<file path="config.mk">
export PLATFORM = sky130hd
export DESIGN_NAME = fp_to_int_flat
export DESIGN_NICKNAME = d
export VERILOG_FILES = /design/src/rtl/fpu_pkg.sv /design/src/rtl/fp_to_int_if.sv /design/src/rtl/fp_to_int_classify.sv /design/src/rtl/fp_to_int.sv /design/src/flat_wrapper.sv
export SDC_FILE = /design/constraint.sdc
export NUM_CORES = 1
export LEC_CHECK = 0
export CORE_AREA = 2 2 130 119
export CTS_CLUSTER_DIAMETER = 150
export DETAILED_ROUTE_END_ITERATION = 10
export DIE_AREA = 0 0 132 121
export HOLD_SLACK_MARGIN = 0.12
export PLACE_DENSITY = 0.77
export SLEW_MARGIN = 25
export SYNTH_ARGS = -nofsm -noshare
export SYNTH_HDL_FRONTEND = slang
export SYNTH_HIERARCHICAL = 1
export SYNTH_SLANG_ARGS = --single-unit
export TNS_END_PERCENT = 20
</file>
<file path="constraint.sdc">
create_clock -name clock100KHz -period 2.6 [get_ports clock100KHz]
set_input_delay 0.26 -clock clock100KHz [delete_from_list [all_inputs] [get_ports clock100KHz]]
set_output_delay 0.26 -clock clock100KHz [all_outputs]
set_load 0.02 [all_outputs]
</file>
<file path="src/rtl/fpu_pkg.sv">
// Shared float-format definitions for the fpu and its consumers.
// Layout: sign[31], biased exponent[30:25] (bias 31), fraction[24:0] with hidden 1.
package fpu_pkg;
    localparam int EXP_W  = 6;
    localparam int MANT_W = 25;
    localparam int BIAS   = 31;
    localparam logic [EXP_W-1:0] EXP_MAX = 6'b111111;

    localparam int SIGN_BIT = 31;
    localparam int EXP_HI   = 30;
    localparam int EXP_LO   = 25;
    localparam int FRAC_HI  = 24;
    localparam int FRAC_LO  = 0;

    typedef enum logic [1:0] {
        EXACT     = 2'd0,
        INEXACT   = 2'd1,
        OVERFLOW  = 2'd2,
        UNDERFLOW = 2'd3
    } status_t;

    typedef enum logic [1:0] {
        S_IDLE,
        S_DECODE,
        S_SHIFT,
        S_FINISH
    } state_t;
endpackage

</file>
<file path="src/rtl/fp_to_int_if.sv">
// Request/result bundle between the fpu output stage and the float-to-int converter.
interface fp_to_int_if;
    logic        start;
    logic [31:0] fp_in;
    logic        busy;
    logic        done;
    logic [31:0] int_out;
    logic [3:0]  status_out;

    modport master (output start, fp_in, input busy, done, int_out, status_out);
    modport slave  (input start, fp_in, output busy, done, int_out, status_out);
endinterface

</file>
<file path="src/rtl/fp_to_int_classify.sv">
// Combinational decode of a float word: special-case result/status, or the
// shift count and direction that align the significand to an integer.
module fp_classify
    import fpu_pkg::*;
(
    input  logic [31:0] fp,
    output logic        special,
    output logic [31:0] spec_result,
    output status_t     spec_status,
    output logic [4:0]  shamt,
    output logic        shift_left
);
    localparam logic [EXP_W-1:0] E_BIAS = EXP_W'(BIAS);
    localparam logic [EXP_W-1:0] E_OVF  = EXP_MAX - 6'd1;            // E = 31
    localparam logic [EXP_W-1:0] E_UNIT = EXP_W'(BIAS + MANT_W);     // E = 25, no shift

    logic              s;
    logic [EXP_W-1:0]  e;
    logic [MANT_W-1:0] f;

    assign s = fp[SIGN_BIT];
    assign e = fp[EXP_HI:EXP_LO];
    assign f = fp[FRAC_HI:FRAC_LO];

    always_comb begin
        special     = 1'b1;
        spec_result = 32'd0;
        spec_status = EXACT;
        shamt       = 5'd0;
        shift_left  = 1'b0;
        if (e == '0 && f == '0) begin
            spec_status = EXACT;
        end else if (e == '0) begin
            spec_status = UNDERFLOW;
        end else if (e < E_BIAS) begin
            spec_status = INEXACT;
        end else if (e >= E_OVF) begin
            // -2^31 is the one representable value at E=31
            if (s && e == E_OVF && f == '0) begin
                spec_result = 32'h8000_0000;
                spec_status = EXACT;
            end else begin
                spec_result = s ? 32'h8000_0000 : 32'h7FFF_FFFF;
                spec_status = OVERFLOW;
            end
        end else begin
            special = 1'b0;
            if (e >= E_UNIT) begin
                shift_left = 1'b1;
                shamt      = 5'(e - E_UNIT);
            end else begin
                shamt      = 5'(E_UNIT - e);
            end
        end
    end
endmodule

</file>
<file path="src/rtl/fp_to_int.sv">
// Multicycle float-to-int32 converter, truncating toward zero, one shift bit per cycle.
module fp_to_int
    import fpu_pkg::*;
(
    input  logic         clock100KHz,
    input  logic         reset,
    fp_to_int_if.slave   bus
);
    state_t      state, state_nxt;
    logic [31:0] op_q;
    logic [31:0] acc;
    logic        sticky;
    logic [4:0]  cnt;
    logic        dir_left;
    logic        spec_q;
    logic [31:0] spec_res_q;
    status_t     spec_st_q;
    logic [31:0] int_q;
    status_t     stat_q;
    logic        done_q;

    logic        c_special;
    logic [31:0] c_result;
    status_t     c_status;
    logic [4:0]  c_shamt;
    logic        c_left;

    fp_classify u_classify (
        .fp          (op_q),
        .special     (c_special),
        .spec_result (c_result),
        .spec_status (c_status),
        .shamt       (c_shamt),
        .shift_left  (c_left)
    );

    always_ff @(posedge clock100KHz or negedge reset) begin
        if (!reset) state <= S_IDLE;
        else        state <= state_nxt;
    end

    always_comb begin
        state_nxt = state;
        case (state)
            S_IDLE:   if (bus.start) state_nxt = S_DECODE;
            S_DECODE: state_nxt = (c_special || c_shamt == 5'd0) ? S_FINISH : S_SHIFT;
            S_SHIFT:  if (cnt == 5'd1) state_nxt = S_FINISH;
            S_FINISH: state_nxt = S_IDLE;
            default:  state_nxt = S_IDLE;
        endcase
    end

    always_ff @(posedge clock100KHz or negedge reset) begin
        if (!reset) begin
            op_q       <= '0;
            acc        <= '0;
            sticky     <= 1'b0;
            cnt        <= '0;
            dir_left   <= 1'b0;
            spec_q     <= 1'b0;
            spec_res_q <= '0;
            spec_st_q  <= EXACT;
            int_q      <= '0;
            stat_q     <= EXACT;
            done_q     <= 1'b0;
        end else begin
            done_q <= 1'b0;
            case (state)
                S_IDLE: if (bus.start) op_q <= bus.fp_in;
                S_DECODE: begin
                    spec_q     <= c_special;
                    spec_res_q <= c_result;
                    spec_st_q  <= c_status;
                    acc        <= {6'b0, 1'b1, op_q[FRAC_HI:FRAC_LO]};
                    sticky     <= 1'b0;
                    cnt        <= c_shamt;
                    dir_left   <= c_left;
                end
                S_SHIFT: begin
                    cnt <= cnt - 5'd1;
                    if (dir_left) begin
                        acc <= acc << 1;
                    end else begin
                        acc    <= acc >> 1;
                        sticky <= sticky | acc[0];
                    end
                end
                S_FINISH: begin
                    done_q <= 1'b1;
                    if (spec_q) begin
                        int_q  <= spec_res_q;
                        stat_q <= spec_st_q;
                    end else begin
                        // magnitude is below 2^31 here, negation cannot wrap
                        int_q  <= op_q[SIGN_BIT] ? -acc : acc;
                        stat_q <= sticky ? INEXACT : EXACT;
                    end
                end
                default: ;
            endcase
        end
    end

    assign bus.busy       = (state != S_IDLE);
    assign bus.done       = done_q;
    assign bus.int_out    = int_q;
    assign bus.status_out = {2'b00, stat_q};
endmodule

</file>
<file path="src/flat_wrapper.sv">
// flat-port wrapper written by rule: the top's interface ports become plain ports
module fp_to_int_flat import fpu_pkg::*;
  (clock100KHz, reset, bus_start, bus_fp_in, bus_busy, bus_done, bus_int_out, bus_status_out);
  fp_to_int_if bus_i ();
  input  logic clock100KHz;
  input  logic reset;
  input wire logic [$bits(bus_i.start)-1:0] bus_start;
  input wire logic [$bits(bus_i.fp_in)-1:0] bus_fp_in;
  output wire logic [$bits(bus_i.busy)-1:0] bus_busy;
  output wire logic [$bits(bus_i.done)-1:0] bus_done;
  output wire logic [$bits(bus_i.int_out)-1:0] bus_int_out;
  output wire logic [$bits(bus_i.status_out)-1:0] bus_status_out;
  assign bus_i.start = bus_start;
  assign bus_i.fp_in = bus_fp_in;
  assign bus_busy = bus_i.busy;
  assign bus_done = bus_i.done;
  assign bus_int_out = bus_i.int_out;
  assign bus_status_out = bus_i.status_out;
  fp_to_int u_core (.clock100KHz(clock100KHz), .reset(reset), .bus(bus_i));
endmodule
</file>
* After elaboration in Yosys (flattened, before gate mapping)
Cells that the tools add are included.
** Storage, ports and cells
- Register bits :: 143
- Input bits :: 35
** Operators by class
- $add $sub $neg :: 4
- Order comparisons :: 3
- Equal/unequal tests :: 8
- Muxes and demuxes :: 39
- Bitwise operators :: 1
- Reductions and logical operators :: 13
** Operators with widths (count)
- 2-to-1 mux 32 bit :: 9
- one-hot mux 32 bit (2 select lines) :: 1
- negator 32 bit :: 1
- logical NOT 25 bit :: 1
- 2-to-1 mux 5 bit :: 5
- 2-to-1 mux 2 bit :: 8
- 2-to-1 mux 1 bit :: 13
- greater-or-equal comparator 6 bit (second input constant) :: 2
- one-hot mux 5 bit (2 select lines) :: 1
- one-hot mux 2 bit (4 select lines) :: 1
- equality test 6 bit (second input constant) :: 1
- logical NOT 6 bit :: 1
- less-than comparator 6 x 5 -> 1 bit (second input constant) :: 1
- AND reduction 2 bit :: 3
- equality test 5 x 1 -> 1 bit (second input constant) :: 1
- logical NOT 5 bit :: 1
- subtractor 5 x 1 -> 5 bit (second input constant) :: 1
- subtractor 5 bit (first input constant) :: 1
- subtractor 5 bit (second input constant) :: 1
- equality test 2 bit (second input constant) :: 2
- inequality test 2 bit (second input constant) :: 2
- nonzero test 2 bit :: 2
- logical AND 1 bit :: 3
- equality test 2 x 1 -> 1 bit (second input constant) :: 1
- 5 further kinds :: 5

* Logic depth before layout (Yosys ltp)
- Word-level depth :: 10
- Gate-level depth with buffers :: 10
- Depth with buffers taken out :: 10

* Cells and area by module
The synthesis kept the hierarchy.
** Modules (own cells, without submodules)
- fp_to_int :: instances 1, cells each 658, area an instance 7100.6 µm², seq. area each 3578.4 µm²
- fp_classify :: instances 1, cells each 81, area an instance 535.5 µm², seq. area each 0.0 µm²

* Least setup slack after synthesis
No wires, ideal clock.
- Kind :: reg2reg
- From :: reg u_core.acc[16]
- To :: reg u_core.int_q[31], in the netlist u_core/bus.int_out[31]
- Data arrival time :: 2.569 ns
- Data required time :: 2.518 ns
- Slack :: -0.051 ns
- Stages on the path, launching flop included :: 8
- Path buffers :: 2
- Period minus slack after synthesis :: 2.651 ns
- Path through :: dfrtp_1 > buf_6 > or4_4 > or3_1 > buf_6 > or4_4 > or4_1 > a31oi_1
** Between the ends
- Longest elaborated chain between the ends :: 3
** Ends and longest elaborated chain
- from (decl) :: RTL line fp_to_int.sv:11 : logic [31:0] acc;
- from (signal assigned) :: RTL line fp_to_int.sv:74 : acc <= {6'b0, 1'b1, op_q[FRAC_HI:FRAC_LO]};
- from (signal assigned) :: RTL line fp_to_int.sv:82 : acc <= acc << 1;
- from (signal assigned) :: RTL line fp_to_int.sv:84 : acc <= acc >> 1;
- negator 32 bit :: RTL line fp_to_int.sv:95 : int_q <= op_q[SIGN_BIT] ? -acc : acc;
- 2-to-1 mux 32 bit :: RTL line fp_to_int.sv:95
- 2-to-1 mux 32 bit :: RTL line fp_to_int.sv:90 : if (spec_q) begin
- to (signal assigned) :: RTL line fp_to_int.sv:91 : int_q <= spec_res_q;
- to (signal assigned) :: RTL line fp_to_int.sv:95
- to (decl) :: RTL line fp_to_int.sv:18 : logic [31:0] int_q;
Every way passes these cells.
A chain may end at the register's enable or synchronous reset.

* Worst setup path in the final report
- From :: reg u_core.op_q[28]
- To :: reg u_core.state[0]
** Between the ends
- Longest elaborated chain between the ends :: 10
- Elaborated cells between the ends (all ways) :: 20
** Ends and longest elaborated chain
- from (decl) :: RTL line fp_to_int.sv:10 : logic [31:0] op_q;
- from (signal assigned) :: RTL line fp_to_int.sv:69 : S_IDLE: if (bus.start) op_q <= bus.fp_in;
- greater-or-equal comparator 6 bit :: RTL line fp_to_int_classify.sv:48 : if (e >= E_UNIT) begin
- 2-to-1 mux 5 bit :: RTL line fp_to_int_classify.sv:48
- 2-to-1 mux 5 bit :: RTL line fp_to_int_classify.sv:37 : end else if (e >= E_OVF) begin
- 2-to-1 mux 5 bit :: RTL line fp_to_int_classify.sv:35 : end else if (e < E_BIAS) begin
- 2-to-1 mux 5 bit :: RTL line fp_to_int_classify.sv:33 : end else if (e == '0) begin
- 2-to-1 mux 5 bit * :: RTL line fp_to_int_classify.sv:31 : if (e == '0 && f == '0) begin
- net u_core.c_shamt[2] :: RTL line fp_to_int.sv:25 : logic [4:0] c_shamt;
- logical NOT 5 bit * :: RTL line fp_to_int.sv:46 : S_DECODE: state_nxt = (c_special || c_shamt == 5'd0) ? S_FINISH : S_SHIFT;
- logical OR 1 bit * :: RTL line fp_to_int.sv:46
- 2-to-1 mux 1 bit * :: RTL line fp_to_int.sv:46
- one-hot mux 2 bit (4 select lines) * :: RTL line fp_to_int.sv:44 : case (state)
- to (signal assigned) :: RTL line fp_to_int.sv:39 : else state <= state_nxt;
- to (decl) :: RTL line fp_to_int.sv:9 : state_t state, state_nxt;
Mark *: on every way through the listed nets, which the timed path passes. The rest lies on a longest branch.

==> impl_metrics.yaml <==
worst_setup_path:
  cp_cell_sequence: "ha_1, nor4b_2, o21a_1, o31a_1, nor2_1, or4_1, nor2_1, o21ai_0, and4b_1, a21oi_1"
  cpPeakStageDelay_ns: 0.50
  end_kind: "register"
  crit_path_frequent_cell: "nor2_1"
  cp.arrival_ns: 2.86
  required_ns: 2.95
  cp_top_family: "simple AND/OR/NAND/NOR gates"
  crit_path_start_kind: "register"
  critPathMaxFanout: 9
  cp_slowest_cell: "or4_1"
  worst-path-buf-inv: 0
  path_class: "reg -> reg"
sta:
  slew_viol_final: 0
  finalCritPeriodShare: 0.964
  period_needed_ns: 2.51
  setup_tns_ns: 0
  setup_violations: 0
  fmax_mhz: 399
  fin_skew_ns: 0.00768
  relSlewSlack: 0.626
  final_hold_viol_count: 0
  tightest_slew_ns: 0.561
finish:
  finalInstanceArea_sq_mm: 0.00900
  diodes: 0
  drive_gt1_frac: 0.209
  nets: 824
  fill_cells: 1175
  stdcell_count: 988
  area_growth_pct: 17.9
  fin_util: 0.618
detailed_routing:
  dr.pass1.iters: 5
  avgRoutedWirePerCell_um: 17.9
  drc: 0
  drtIter0Drc: 414
  wl_mm: 17.7
  routed_via_density: 5.72
  via_count: 5656
  postRouteAntennaNets: 0
global_route:
  grt_pass1_vias: 5512
  grt_max_degree: 60
  overflow: 0
  antenna_found_initial: 0
  track_usage: 0.232
  grt_pass1_wl_mm: 29.1
status:
  status: "complete, no violations"
logic_synthesis:
  syn_avg_cell_area_sq_um: 10.3
  yosys-top-cells-area: "dfrtp_1 (47%), mux2_2 (14%), mux2i_1 (4.7%)"
  yosysTopAreaCell: "dfrtp_1"
  synth_edf_count: 0
  netlist_instances: 739
  ys_seq_area_frac: 0.469
  netlist_area_sq_mm: 0.00764
  synthFlopType: "dfrtp_1"
  synth_common_cells: "dfrtp_1 (143), mux2_2 (94), o21ai_0 (61)"
  synth_top_area_share: 0.469
  async_flop_share: 1.00
  ys_ff_latch: 143
  yosysWarningCount: 6
  synth_most_common_cell: "dfrtp_1"
  netlist-cell-type-count: 55
power_and_ir_drop:
  peakVddDrop_v: 0.000866
  power_density_mw_per_mm2: 1390
  power_leakage_nw: 3.75
  power_mw: 12.5
placement:
  dp_hpwl_mm: 11.8
  place_area_sq_mm: 0.00839
  portBuffers: 70
  gp_congestion: 0.891
  dpl.cell_count: 954
cts:
  cts_inserted_buffers: 17
  clock-sinks: 143
  clk_path_buf_depth: 2
  clockRootBuffer: "clkbuf_16"
  h-tree-depth: 4
  clkTransAtPathRegs_ns: 0.06
  cts_tree: "yes"
  worstSkewPairLatency_ns: 0.42
hold_path:
  hp-class: "in -> async"
floorplan:
  start_util: 0.525
  fp.dieW_um: 132
  num_rows: 42
  die_area_sq_mm: 0.0160
  die_h_um: 121
  core-area_sq_mm: 0.0146
  num_io_pins: 73
flow_run:
  maxCapViolCount: 0
==> flip-flops by register name, indices dropped and copies added, names as in the netlist, 2 cells and up <==
name and count:
u_core/cnt 5, u_core/spec_st_q 2, u_core/bus.int_out 32, u_core/op_q 32, u_core/stat_q 2, u_core/spec_res_q 32
u_core/state 2, u_core/acc 32
==> cell type report <==
| type | count | area, sq um | area share |
|---|---|---|---|
| Sequential cell | 143 | 3580 | 0.398 |
| Multi-Input combinational cell | 490 | 3550 | 0.394 |
| Timing Repair Buffer | 97 | 945 | 0.105 |
| Clock buffer | 21 | 460 | 0.0512 |
| Tap cell | 198 | 248 | 0.0275 |
| Clock inverter | 11 | 115 | 0.0128 |
| Inverter | 28 | 105 | 0.0117 |
==> metrics by stage <==
stage / hold WS (ns) / setup slack, ns
after CTS: 0.412 / 0.0233
final: 0.401 / 0.0924
after global routing: 0.446 / -0.0464
after global placement: 0.268 / 0.0900
after detailed placement: 0.280 / 0.0456
after floorplan: -0.0356 / -0.0509
==> power breakdown <==
part / switching, mW / internal [mW] / total, mW
clock network: 0.918 / 1.45 / 2.37
registers: 0.935 / 3.15 / 4.08
logic: 3.21 / 2.82 / 6.03
==> metal layers <==
layer  global-route usage  up-vias  wire length [um]
met3               0.0510       24               900
li1                     -     2672                 -
met1                0.325     2776              8320
met4               0.0686        0               241
met5                    0        -                 0
met2                0.364      184              8240
==> layout by cell type, fill, tap and decap left out, types with 3 or more instances in the layout <==
master	Yosys	final
a21oi_1	38	38
a31oi_1	10	10
buf_12	0	3
buf_4	32	23
clkbuf_16	0	17
clkdlybuf4s50_1	0	69
clkinv_2	0	5
clkinvlp_4	0	4
dfrtp_1	143	143
ha_1	12	10
inv_1	26	26
mux2_2	94	94
mux2i_1	36	36
nand2_1	54	53
nand2b_1	4	4
nand3_1	4	4
nand4_1	6	6
nor2_1	47	47
nor2b_1	8	8
nor3_1	6	6
nor4_1	11	11
o21ai_0	61	61
o22ai_1	15	15
o311ai_0	3	3
o31ai_1	6	6
o41ai_1	7	7
or4_1	6	6
xnor2_1	13	13
xor2_1	14	14
==> worst paths after layout <==
path / slack, ns / end / cells past startpoint / from
min in group clock100KHz: 0.44 / u_core/op_q[27]$_DFFE_PN0P_ / 2 / bus_fp_in[27]
worst max register to register: 0.09 / u_core/state[0]$_DFFE_PN0P_ / 10 / u_core/op_q[28]$_DFFE_PN0P_
max in group asynchronous: 1.46 / u_core/spec_res_q[6]$_DFFE_PN0P_ / 3 / reset
worst min-delay path: 0.40 / u_core/spec_res_q[29]$_DFFE_PN0P_ / 2 / reset
worst min register to register: 0.51 / u_core/spec_res_q[14]$_DFFE_PN0P_ / 1 / u_core/spec_res_q[14]$_DFFE_PN0P_
worst max-delay path: 0.09 / u_core/state[0]$_DFFE_PN0P_ / 10 / u_core/op_q[28]$_DFFE_PN0P_
==> cell families (layout without fill, tap and decap cells) <==
| kind of cell | Yosys count | in the layout | synth area share |
|---|---|---|---|
| adders and majority gates | 12 | 12 | 0.0197 |
| DFF | 143 | 143 | 0.469 |
| AOI/OAI and AO/OA | 158 | 158 | 0.122 |
| muxes | 130 | 130 | 0.186 |
| and+or+nand+nor | 161 | 161 | 0.102 |
| buffers and inverters | 107 | 157 | 0.0703 |
| other | 1 | 2 | 0.000491 |
| xor gates and xnor gates | 27 | 27 | 0.0310 |
==> what timing repair did <==
action / in CTS / in global routing
buffers inserted: 0 / 1
resized for setup: 0 / 4
hold buffers: 1 / 0
hold endpoints to repair: 56 / 0
setup endpoints to repair: 0 / 2
Power figures use the tool's default switching activity.
